## config.mk

```make
export PLATFORM = sky130hd
export DESIGN_NAME = shift_arbiter_flat
export DESIGN_NICKNAME = d
export VERILOG_FILES = /design/src/rtl/shift_pkg.sv /design/src/rtl/shift_arbiter_if.sv /design/src/rtl/rotl_core.sv /design/src/rtl/shift_arbiter.sv /design/src/flat_wrapper.sv
export SDC_FILE = /design/constraint.sdc
export NUM_CORES = 1
export LEC_CHECK = 0
export CAP_MARGIN = 20
export CELL_PAD_IN_SITES_DETAIL_PLACEMENT = 0
export CELL_PAD_IN_SITES_GLOBAL_PLACEMENT = 2
export CORE_MARGIN = 2
export CORE_UTILIZATION = 36
export DETAILED_ROUTE_END_ITERATION = 7
export DONT_BUFFER_PORTS = 1
export GPL_ROUTABILITY_DRIVEN = 0
export PLACE_DENSITY_LB_ADDON = 0.1
export SETUP_SLACK_MARGIN = 0.02
export SLEW_MARGIN = 20
export SYNTH_ARGS = -nofsm -noshare
export SYNTH_HDL_FRONTEND = slang
export SYNTH_SLANG_ARGS = --single-unit
export TNS_END_PERCENT = 1
```

## constraint.sdc

```tcl
create_clock -name clk -period 3.5 [get_ports clk]
set_input_delay 0.35 -clock clk [delete_from_list [all_inputs] [get_ports clk]]
set_output_delay 0.35 -clock clk [all_outputs]
set_load 0.005 [all_outputs]
```

## src/rtl/shift_pkg.sv

```systemverilog
// Shared types and defaults for the two-port shift arbiter: op encoding,
// result-stage states and the default datapath geometry.
package shift_pkg;

  localparam int DW_DEF = 8;
  localparam int AW_DEF = 3;

  typedef enum logic [1:0] {
    OP_ROL = 2'b00,
    OP_ROR = 2'b01,
    OP_SHL = 2'b10,
    OP_SHR = 2'b11
  } op_e;

  typedef enum logic {
    ST_EMPTY = 1'b0,
    ST_FULL  = 1'b1
  } state_e;

endpackage

```

## src/rtl/shift_arbiter_if.sv

```systemverilog
// Request/result bundle for shift_arbiter. The slave side is the arbiter,
// the master side is whoever issues requests and consumes results.
interface shift_arbiter_if
  import shift_pkg::*;
#(
  parameter int DW = DW_DEF,
  parameter int AW = AW_DEF
);

  logic [1:0]    req_valid;
  logic [1:0]    req_ready;
  logic [DW-1:0] req_data0;
  logic [AW-1:0] req_amt0;
  logic [1:0]    req_op0;
  logic [DW-1:0] req_data1;
  logic [AW-1:0] req_amt1;
  logic [1:0]    req_op1;
  logic          out_valid;
  logic          out_ready;
  logic [DW-1:0] out_data;
  logic          out_tag;

  modport master (
    output req_valid, req_data0, req_amt0, req_op0,
    output req_data1, req_amt1, req_op1, out_ready,
    input  req_ready, out_valid, out_data, out_tag
  );

  modport slave (
    input  req_valid, req_data0, req_amt0, req_op0,
    input  req_data1, req_amt1, req_op1, out_ready,
    output req_ready, out_valid, out_data, out_tag
  );

endinterface

```

## src/rtl/rotl_core.sv

```systemverilog
// Combinational log2(DW)-stage left rotator; stage j rotates by 2^j when
// amt_i[j] is set.
module rotl_core #(
  parameter int DW = 8,
  parameter int AW = 3
) (
  input  logic [DW-1:0] data_i,
  input  logic [AW-1:0] amt_i,
  output logic [DW-1:0] data_o
);

  logic [DW-1:0] stage;

  always_comb begin
    stage = data_i;
    for (int j = 0; j < AW; j++) begin
      if (amt_i[j]) begin
        stage = (stage << (1 << j)) | (stage >> (DW - (1 << j)));
      end
    end
    data_o = stage;
  end

endmodule

```

## src/rtl/shift_arbiter.sv

```systemverilog
// Two requesters share one rotate-left core through a round-robin grant;
// all four ops are mapped onto the rotator plus an output mask.
//
// state    | meaning
// ST_EMPTY | result register holds nothing, out_valid=0
// ST_FULL  | result register holds a result waiting for out_ready
module shift_arbiter
  import shift_pkg::*;
#(
  parameter int DW = DW_DEF,
  parameter int AW = AW_DEF
) (
  input  logic           clk,
  input  logic           reset,
  shift_arbiter_if.slave bus
);

  localparam logic [DW-1:0] ONES = {DW{1'b1}};

  state_e        state_q, state_d;
  logic [DW-1:0] out_data_q, out_data_d;
  logic          out_tag_q, out_tag_d;
  logic          ptr_q, ptr_d;

  logic          accept;
  logic          any_req;
  logic          gnt;
  logic [1:0]    req_ready;
  logic [DW-1:0] sel_data;
  logic [AW-1:0] sel_amt;
  op_e           sel_op;
  logic [AW-1:0] rot_amt;
  logic [DW-1:0] rot_out;
  logic [DW-1:0] mask;
  logic [DW-1:0] result;

  always_comb begin
    any_req = |bus.req_valid;
    accept  = (state_q == ST_EMPTY) || bus.out_ready;
    case (bus.req_valid)
      2'b01:   gnt = 1'b0;
      2'b10:   gnt = 1'b1;
      2'b11:   gnt = ptr_q;
      default: gnt = 1'b0;
    endcase
  end

  always_comb begin
    sel_data = gnt ? bus.req_data1 : bus.req_data0;
    sel_amt  = gnt ? bus.req_amt1  : bus.req_amt0;
    sel_op   = op_e'(gnt ? bus.req_op1 : bus.req_op0);
  end

  // Right-going ops rotate left by the two's complement of amt.
  always_comb begin
    rot_amt = sel_amt;
    mask    = ONES;
    case (sel_op)
      OP_ROR: rot_amt = '0 - sel_amt;
      OP_SHL: mask    = ONES << sel_amt;
      OP_SHR: begin
        rot_amt = '0 - sel_amt;
        mask    = ONES >> sel_amt;
      end
      default: ;
    endcase
    result = rot_out & mask;
  end

  rotl_core #(
    .DW (DW),
    .AW (AW)
  ) u_rotl_core (
    .data_i (sel_data),
    .amt_i  (rot_amt),
    .data_o (rot_out)
  );

  always_comb begin
    state_d    = state_q;
    out_data_d = out_data_q;
    out_tag_d  = out_tag_q;
    ptr_d      = ptr_q;
    req_ready  = 2'b00;
    if (accept) begin
      if (any_req) begin
        if (!reset) begin
          req_ready[gnt] = 1'b1;
        end
        state_d    = ST_FULL;
        out_data_d = result;
        out_tag_d  = gnt;
        ptr_d      = ~gnt;
      end else begin
        state_d = ST_EMPTY;
      end
    end
  end

  always_ff @(posedge clk) begin
    if (reset) begin
      state_q    <= ST_EMPTY;
      out_data_q <= '0;
      out_tag_q  <= 1'b0;
      ptr_q      <= 1'b0;
    end else begin
      state_q    <= state_d;
      out_data_q <= out_data_d;
      out_tag_q  <= out_tag_d;
      ptr_q      <= ptr_d;
    end
  end

  assign bus.req_ready = req_ready;
  assign bus.out_valid = (state_q == ST_FULL);
  assign bus.out_data  = out_data_q;
  assign bus.out_tag   = out_tag_q;

endmodule

```

## src/flat_wrapper.sv

```systemverilog
// flat-port wrapper written by rule: the top's interface ports become plain ports
module shift_arbiter_flat import shift_pkg::*;
#(
  parameter int DW = DW_DEF,
  parameter int AW = AW_DEF
)
  (clk, reset, bus_req_valid, bus_req_data0, bus_req_amt0, bus_req_op0, bus_req_data1, bus_req_amt1, bus_req_op1, bus_out_ready, bus_req_ready, bus_out_valid, bus_out_data, bus_out_tag);
  shift_arbiter_if #(.DW(DW), .AW(AW)) bus_i ();
  input  logic clk;
  input  logic reset;
  input wire logic [$bits(bus_i.req_valid)-1:0] bus_req_valid;
  input wire logic [$bits(bus_i.req_data0)-1:0] bus_req_data0;
  input wire logic [$bits(bus_i.req_amt0)-1:0] bus_req_amt0;
  input wire logic [$bits(bus_i.req_op0)-1:0] bus_req_op0;
  input wire logic [$bits(bus_i.req_data1)-1:0] bus_req_data1;
  input wire logic [$bits(bus_i.req_amt1)-1:0] bus_req_amt1;
  input wire logic [$bits(bus_i.req_op1)-1:0] bus_req_op1;
  input wire logic [$bits(bus_i.out_ready)-1:0] bus_out_ready;
  output wire logic [$bits(bus_i.req_ready)-1:0] bus_req_ready;
  output wire logic [$bits(bus_i.out_valid)-1:0] bus_out_valid;
  output wire logic [$bits(bus_i.out_data)-1:0] bus_out_data;
  output wire logic [$bits(bus_i.out_tag)-1:0] bus_out_tag;
  assign bus_i.req_valid = bus_req_valid;
  assign bus_i.req_data0 = bus_req_data0;
  assign bus_i.req_amt0 = bus_req_amt0;
  assign bus_i.req_op0 = bus_req_op0;
  assign bus_i.req_data1 = bus_req_data1;
  assign bus_i.req_amt1 = bus_req_amt1;
  assign bus_i.req_op1 = bus_req_op1;
  assign bus_i.out_ready = bus_out_ready;
  assign bus_req_ready = bus_i.req_ready;
  assign bus_out_valid = bus_i.out_valid;
  assign bus_out_data = bus_i.out_data;
  assign bus_out_tag = bus_i.out_tag;
  shift_arbiter #(.DW(DW), .AW(AW)) u_core (.clk(clk), .reset(reset), .bus(bus_i));
endmodule
```

# After elaboration in Yosys (flattened, before gate mapping)
# Index checks and enable logic that the tools add are counted.
dict set report word_totals {
  ff_bits 11
  latchBits 0
  ramBits 0
  rom_bits 0
  in_bits 31
  output_inout_bits 12
  word_cells 40
  n_memories 0
}
dict set report classes {
  add_sub_neg 1
  mul 0
  div_mod_pow 0
  n_lt_le_gt_ge 2
  n_eq_ne 5
  shifts 2
  muxes 15
  bitwise_logic 6
  reduce_logical 5
}
# op count
set op_table {}
lappend op_table {{8-bit two-way mux} 4}
lappend op_table {{8-bit one-hot mux with 2 select lines} 1}
lappend op_table {{8-bit bitwise AND} 1}
lappend op_table {{2-bit equality test (second input constant)} 4}
lappend op_table {{2-bit two-way mux} 4}
lappend op_table {{8-bit by 1-bit bitwise OR with 8-bit output} 1}
lappend op_table {{8-bit by 2-bit bitwise OR with 8-bit output} 1}
lappend op_table {{8-bit by 4-bit bitwise OR with 8-bit output} 1}
lappend op_table {{8-bit by 3-bit << shifter with 8-bit output (first input constant)} 1}
lappend op_table {{8-bit by 3-bit right shift with 8-bit output (first input constant)} 1}
lappend op_table {{3-bit two-way mux} 2}
lappend op_table {{2-bit OR reduction} 2}
lappend op_table {{1-bit by 3-bit subtractor with 3-bit output (first input constant)} 1}
lappend op_table {{2-bit by 1-bit equality test with 1-bit output (second input constant)} 1}
lappend op_table {{1-bit by 2-bit < comparator with 1-bit output (second input constant)} 1}
lappend op_table {{1-bit two-way mux} 2}
lappend op_table {{1-bit NOT} 2}
lappend op_table {{1-bit one-hot mux with 2 select lines} 1}
lappend op_table {{2-bit AND reduction} 1}
lappend op_table {{1-bit demux with 1-bit select} 1}
lappend op_table {{1-bit greater-or-equal comparator (second input constant)} 1}
lappend op_table {{1-bit logical AND} 1}
lappend op_table {{1-bit logical OR} 1}

# Logic depth before layout (Yosys ltp)
# Gate-level depths: netlist (run 1).
dict set report depth {
  word_depth 12
  depth_mapped 12
  ltp_nobuf 10
}

# Hierarchy
# From an unflattened synthesis (run 1), not the netlist that was laid out.
dict set report unflattened {
  hier_cells 151
  area_unflattened_um2 1257.5
}
# module instances cells_per_inst area_each_um2 seq_area_each_um2
set by_module_without_submodules {}
lappend by_module_without_submodules {shift_arbiter 1 132 930.9 220.2}
lappend by_module_without_submodules {rotl_core 1 19 326.6 0.0}

# Worst setup path after synthesis (run 1)
# OpenSTA, ideal clock, no wires.
dict set report synth_timing {
  kind {input to register}
  from {in bus_req_valid[1]}
  to {reg u_core.out_data_q[2], in the netlist u_core.bus.out_data[2]}
  setup_time_ns 0.117
  t_arrival_ns 2.778
  required_time_ns 3.383
  slack_ns 0.605
  cell_stages 12
  path_buffers 3
  path_cell_list {buf_2 > and2_4 > buf_4 > buf_2 > mux2i_1 > inv_1 > ha_1 > nor2b_1 > mux2_2 > nor2_2 > mux4_2 > a32o_1}
}
dict set report synth_between {
  elab_chain_len 12
  word_cells_on_any_way 24
  classes_between {add/sub: 1; eq/ne: 5; shift: 2; mux: 9; bitwise: 4; reduce/logical: 3}
}
# item line
set synth_rtl {}
lappend synth_rtl {{from (decl)} flat_wrapper.sv:11} ;# input wire logic [$bits(bus_i.req_valid)-1:0] bus_req_valid;
lappend synth_rtl {{parallel branches: the longest is 12 deep, another holds 1-bit by 3-bit subtractor with 3-bit output} --}
lappend synth_rtl {{to (signal assigned)} shift_arbiter.sv:108} ;# out_data_q <= out_data_d;
lappend synth_rtl {{to (decl)} shift_arbiter.sv:21} ;# logic [DW-1:0] out_data_q, out_data_d;
# Parallel ways; which one is timed is not known.
# A chain may end at the register's enable or synchronous reset.

# Worst setup path in the final report (run 1)
dict set report layout_timing {
  from {reg u_core.ptr_q}
  to {reg u_core.out_data_q[6], in the netlist u_core.bus.out_data[6]}
}
dict set report layout_between {
  elab_chain_len 11
  word_cells_on_any_way 20
  classes_between {add/sub: 1; eq/ne: 3; shift: 2; mux: 9; bitwise: 4; reduce/logical: 1}
}
# item line
set layout_rtl {}
lappend layout_rtl {{from (decl)} shift_arbiter.sv:23} ;# logic ptr_q, ptr_d;
lappend layout_rtl {{from (signal assigned)} shift_arbiter.sv:110} ;# ptr_q <= ptr_d;
lappend layout_rtl {{1-bit one-hot mux with 2 select lines *} shift_arbiter.sv:40} ;# case (bus.req_valid)
lappend layout_rtl {{parallel branches: the longest is 9 deep, another holds 1-bit by 3-bit subtractor with 3-bit output} --}
lappend layout_rtl {{8-bit bitwise AND *} shift_arbiter.sv:67} ;# result = rot_out & mask;
# Mark *: on every way between the ends.

==> results of run 1 <==
-- cell usage in the layout (no fill, tap or decap), types with 3 or more instances in the layout --
cell type / netlist / final
nand2_1: 10 / 10
mux2_2: 10 / 10
dfxtp_1: 11 / 11
mux4_2: 3 / 3
ha_1: 3 / 3
nor2_1: 14 / 14
o21ai_0: 10 / 10
a21oi_1: 11 / 11
mux2i_1: 24 / 24
o31ai_1: 3 / 3
inv_1: 5 / 5
a32o_1: 4 / 4
nor3_1: 5 / 5
nor2b_1: 4 / 4
clkbuf_4: 0 / 3
nand3_1: 7 / 7
-- registers in the layout, summed over array words and instances (netlist names) --
signal                cells
u_core.bus.out_data       8
u_core.bus.out_tag        1
u_core.bus.out_valid      1
u_core.ptr_q              1
-- area by class of cell --
| type | count | area, sq um | share of cell area |
|---|---|---|---|
| multi-input cells | 128 | 1008 | 0.7575 |
| flip-flops and latches | 11 | 220.2 | 0.1654 |
| well taps | 46 | 57.56 | 0.04323 |
| clock buffers | 4 | 26.28 | 0.01974 |
| inverters | 5 | 18.77 | 0.01410 |
-- final timing paths --
path / end / startpoint / cells past startpoint / slack, ns
max: u_core.bus.out_data[6] / u_core.ptr_q / 10 / 0.67
min: u_core.bus.out_tag / reset / 1 / 0.14
max reg2reg: u_core.bus.out_data[6] / u_core.ptr_q / 10 / 0.67
min reg2reg: u_core.bus.out_data[3] / u_core.bus.out_data[3] / 2 / 0.46
-- critical path: cells and delay by family (launching register included) --
kind | cells | cell delay (ns)
mux | 3 | 1.00
flops | 1 | 0.33
buf+inv | 1 | 0.08
simple gates | 4 | 0.75
fa+ha+maj | 1 | 0.30
compound gates | 1 | 0.26
-- cells by family (layout without fill, tap and decap cells) --
| logic type | after synthesis | after routing | share of synthesized area |
|---|---|---|---|
| simple gates | 47 | 47 | 0.1815 |
| mux | 40 | 40 | 0.3857 |
| compound gates | 36 | 36 | 0.1806 |
| flops | 11 | 11 | 0.1727 |
| buf+inv | 10 | 9 | 0.03631 |
| fa+ha+maj | 3 | 3 | 0.02944 |
| xor+xnor | 2 | 2 | 0.01374 |
-- stage by stage --
| step | hold WS [ns] | total power [mW] |
|---|---|---|
| after floorplan | 0.4191 | 0.3182 |
| after global placement | 0.4210 | 0.3519 |
| after detailed placement | 0.4227 | 0.3488 |
| after CTS | 0.1373 | 0.4351 |
| after global routing | 0.1294 | 0.4627 |
| final | 0.1375 | 0.4330 |
-- report_power, final --
group          internal [mW]  leakage, nW  switching, mW  total (mW)
Clock                 0.0442       0.0150         0.0418      0.0859
Combinational         0.0927        0.418          0.102       0.195
Sequential             0.141       0.0909         0.0113       0.153
Total                  0.278        0.524          0.155       0.433
-- per-layer routing --
layer  vias to the layer above  global-route usage  wire, microns
met5                         -                   0              0
met4                         0             0.05707             39
met3                         5             0.03393            245
met2                        48              0.2566           1422
met1                       502              0.2437           1627
li1                        560                   -              -
==> metrics.md, run 1 <==
| Metric | Value |
|---|---|
| Status | `finished, final reports clean` |
| P per Cell Area | `325.3 mW/mm^2` |
| CTS clock-pin slew for the worst setup and hold paths | `0.07 ns` |
| Max-Cap Viols | `0` |
| CP max stage cell | `mux2i_1` |
| Core Area | `0.003363 sq mm` |
| Die height | `63.51 microns` |
| Initial Util | `0.3791` |
| First-pass GRT wire length | `5471 microns` |
| Hold_buf cts | `0` |
| Critical path required time | `3.66 ns` |
| Placed Instance Area | `0.001305 sq mm` |
| Drt first pass iters | `4` |
| RSZ-0062 raised after global routing | `no` |
| Synth warn | `0` |
| Seq/Total Area, Yosys | `0.1727` |
| I/O Buffers | `0` |
| Largest net degree at the start of global routing | `22` |
| Worst Tran Pin Value | `0.5567 ns` |
| Post-synth ARST share | `0` |
| # IOs | `43` |
| Post-DR wirelength/cell | `17.19 microns` |
| Drt initial violations | `46` |
| FP Rows | `21` |
| Final Non-Filler Cells | `194` |
| Worst setup SP type | `register` |
| Fmax | `353.4 MHz` |
| Later-pin clock latency in the skew report | `0.27 ns` |
| Final slew viol count | `0` |
| Die X-Extent | `63.51 microns` |
| Final Hold Fails | `0` |
| Post-Place Worst Slack | `0.6864 ns` |
| Final setup fails | `0` |
| Total GRT Usage | `0.1712` |
| Worst path cell trace | `nand2b_4 -> and2_4 -> mux2i_1 -> inv_1 -> ha_1 -> nor2b_1 -> mux2_2 -> nor2_2 -> mux4_2 -> a32o_1` |
| Synth-to-layout area growth | `4.416%` |
| Synth area leader | `mux2i_1` |
| Worst Path Arrival | `2.99 ns` |
| HP Class | `input port to register` |
| Post-route DRC | `0` |
| Cell area after layout | `0.001331 sq mm` |
| Post-layout min period | `2.830 ns` |
| Post-CTS resize count | `0` |
| Max incr delay on CP | `0.38 ns` |
| Post-Syn Nets | `183` |
| DP Cell Count | `190` |
| Count of cell types in the netlist | `33` |
| CTS tree | `built` |
| Rel. slew slack | `0.6260` |
| Total Die Area | `0.004034 sq mm` |
| DR vias | `1115` |
| Period utilization | `0.8086` |
| Nets | `183` |
| Finished Core Util | `0.3958` |
| Antenna cells | `0` |
| Most common cell in the synthesized netlist | `mux2i_1` |
| Worst VDD drop | `0.08263 mV` |
| Mean Syn Cell Area | `8.557 sq um` |
| CP Max Fanout | `21` |
| Post-synthesis cell area | `0.001275 sq mm` |
| Main synth FF type | `dfxtp_1` |
| Leakage | `0.5241 nW` |
| CTS max path bufs | `2` |
| Root buf cell | `clkbuf_4` |
| CP endpoint kind | `register` |
| Area contributors post-synth | `mux2i_1 (19%), dfxtp_1 (17%), mux2_2 (8.8%)` |
| EDFF count, synth | `0` |
| Antenna viol nets, final | `0` |
| WS Path Type | `register to register` |
| Detail Placement HPWL | `2757 microns` |
| Layout cells sized above 1 | `0.1622` |
| Post-synth top cells | `mux2i_1 (24), nor2_1 (14), a21oi_1 (11), dfxtp_1 (11)` |
| Vias in the first global route | `1124` |
| Initial antenna violation count | `0` |
| Clock Skew | `0.001288 ns` |
| Yosys reg bits | `11` |
| CTS buffer count | `3` |
| H-tree depth | `1` |
| Via density | `5.747` |
| Clk sink count | `11` |
| Fill cells | `378` |
| PnR worst setup slack | `0.6700 ns` |
| Mapped Cells | `149` |
| Final setup TNS | `0 ns` |
| Routed WL | `3335 microns` |
| Post-CTS Setup Repair Bufs | `0` |
| Area share of the largest cell type after synthesis | `0.1884` |
| Remaining global-route overflow | `0` |
Power figures use the tool's default switching activity.
==> inputs of run 2 (changes only) <==
- CORE_UTILIZATION: 36 -> 32
- clock period: 3.5 -> 2.44 ns (I/O delays scaled with it)
==> run 2 against run 1 <==
Against the previous run: clock-buffer cell count stayed put; utilization is 1.6 points higher; die area is 12% higher; worst setup slack worse by 0.64 ns.
==> metrics.md, run 2 (same netlist as run 1, synthesis figures left out) <==
| Metric | Value |
|---|---|
| Commonest cells after routing, fill and taps aside | `mux2i_1 (22), buf_4 (15), nor2_1 (14)` |
| Clock Skew | `0.001020 ns` |
| Max-Cap Viols | `0` |
| Final setup fails | `0` |
| Initial Util | `0.3406` |
| R2R depth | `10` |
| Clk sink count | `11` |
| Post-Place Worst Slack | `-0.01666 ns` |
| CTS buffer count | `3` |
| Worst path cell trace | `nand2b_4 -> and2_4 -> mux2i_4 -> inv_2 -> ha_4 -> nor2b_1 -> mux2_4 -> nor2_4 -> mux4_2 -> a32o_1` |
| Worst VDD drop | `0.1685 mV` |
| CP bufs+invs | `1` |
| Total GRT Usage | `0.1770` |
| Worst Path Arrival | `2.54 ns` |
| Status | `finished, final reports clean` |
| Rel. slew slack | `0.6335` |
| Period utilization | `0.9887` |
| Comb pwr share | `0.458` |
| Final Power | `749.9 uW` |
| Routed WL | `3762 microns` |
| Total Die Area | `0.004505 sq mm` |
| Later-pin clock latency in the skew report | `0.24 ns` |
| Most common cell after layout, fill and taps aside | `mux2i_1` |
| Nets | `198` |
| Post-layout min period | `2.412 ns` |
| Die X-Extent | `67.12 microns` |
| Drt first pass iters | `4` |
| # IOs | `43` |
| Antenna cells | `0` |
| RR Endpoint | `u_core.bus.out_data[6]` |
| Crit path max-delay family | `multiplexers` |
| Final Hold Fails | `0` |
| Cell area after layout | `0.001543 sq mm` |
| Core Area | `0.003744 sq mm` |
| RSZ-0062 raised after global routing | `yes` |
| Remaining global-route overflow | `0` |
| P per Cell Area | `486.1 mW/mm^2` |
| Hold_buf cts | `0` |
| First-pass GRT wire length | `5989 microns` |
| Via density | `5.754` |
| Placed Instance Area | `0.001416 sq mm` |
| Net Sw Power | `254.6 uW` |
| Hold Crit Endpoint | `u_core.ptr_q` |
| Final setup TNS | `0 ns` |
| Reg2reg start | `u_core.ptr_q` |
| HP Class | `input port to register` |
| Post-DR wirelength/cell | `17.83 microns` |
| DP Cell Count | `202` |
| Reg power frac | `0.294` |
| Leakage | `0.6154 nW` |
| Clock power share | `0.247` |
| Detail Placement HPWL | `3063 microns` |
| Layout cells sized above 1 | `0.3006` |
| Fmax | `414.5 MHz` |
| Worst setup SP type | `register` |
| CP Max Fanout | `5` |
| Drt initial violations | `79` |
| DR vias | `1214` |
| I/O Buffers | `0` |
| Max incr delay on CP | `0.33 ns` |
| Hold path startpoint | `reset` |
| Final Non-Filler Cells | `211` |
| Synth-to-layout area growth | `21.00%` |
| Power Internal | `495.4 uW` |
| CP max stage cell | `mux4_2` |
| Post-route DRC | `0` |
| PnR worst setup slack | `0.02753 ns` |
| Finished Core Util | `0.4121` |
| CP endpoint kind | `register` |
| Hold path depth | `1` |
| Final slew viol count | `0` |
| CTS tree | `built` |
| Hold WS | `0.06659 ns` |
| Largest register FFs | `8` |
| Sw Share | `0.3395` |
| Root buf cell | `clkbuf_8` |
| Worst Tran Pin Value | `0.5455 ns` |
| Critical path required time | `2.57 ns` |
| Largest net degree at the start of global routing | `11` |
| WS Path Type | `register to register` |
| Initial antenna violation count | `0` |
| Antenna viol nets, final | `0` |
| FP Rows | `22` |
| Flop2flop setup slack | `0.03 ns` |
| H-tree depth | `1` |
| Vias in the first global route | `1193` |
| CTS clock-pin slew for the worst setup and hold paths | `0.05 ns` |
| Die height | `67.12 microns` |
| CTS max path bufs | `2` |
-- run 2: per-layer routing --
| metal | GRT usage | share of wire |
|---|---|---|
| met1 | 0.2357 | 0.45 |
| met2 | 0.2946 | 0.49 |
| met3 | 0.02534 | 0.055 |
| met4 | 0.05357 | 0.012 |
| met5 | 0 | 0 |
-- run 2: worst register-to-register path, cell delays in order, from the launching register on --
cell and delay [ns]:
dfxtp_2 0.32, nand2b_4 0.11, and2_4 0.21, mux2i_4 0.28, inv_2 0.06, ha_4 0.27
nor2b_1 0.05, mux2_4 0.28, nor2_4 0.13, mux4_2 0.33, a32o_1 0.26
-- run 2: area by class of cell --
type,instances,area (sq um)
clock buffers,4,45.04
fillers,411,2201
inverters,5,18.77
multi-input cells,128,1085
flip-flops and latches,11,221.5
well taps,48,60.06
repair buffers,15,112.6
-- run 2: worst max path at each step --
stage / start / end / slack (ns) / cells past startpoint
after floorplan: u_core.ptr_q / u_core.bus.out_data[2] / -0.13 / 12
after global placement: u_core.ptr_q / u_core.bus.out_data[2] / -0.01 / 8
after detailed placement: u_core.ptr_q / u_core.bus.out_data[2] / -0.02 / 8
after CTS: u_core.ptr_q / u_core.bus.out_data[6] / -0.004 / 10
after global routing: u_core.ptr_q / u_core.bus.out_data[6] / -0.05 / 10
final: u_core.ptr_q / u_core.bus.out_data[6] / 0.03 / 10
-- run 2: timing repair --
| item | in CTS | in global routing |
|---|---|---|
| pin swaps | 4 | 5 |
| gates resized for setup | 7 | 4 |
| buffers inserted | 3 | 2 |
| setup endpoints to repair | 2 | 7 |
-- run 2: power groups by stage --
| stage | clock network (mW) | logic [mW] | registers (mW) |
|---|---|---|---|
| CTS | 0.185 | 0.334 | 0.221 |
| global route | 0.196 | 0.372 | 0.224 |
| finish | 0.186 | 0.344 | 0.221 |
| detailed placement | 0 | 0.313 | 0.225 |
| floorplan | 0 | 0.252 | 0.219 |
| global placement | 0 | 0.315 | 0.223 |
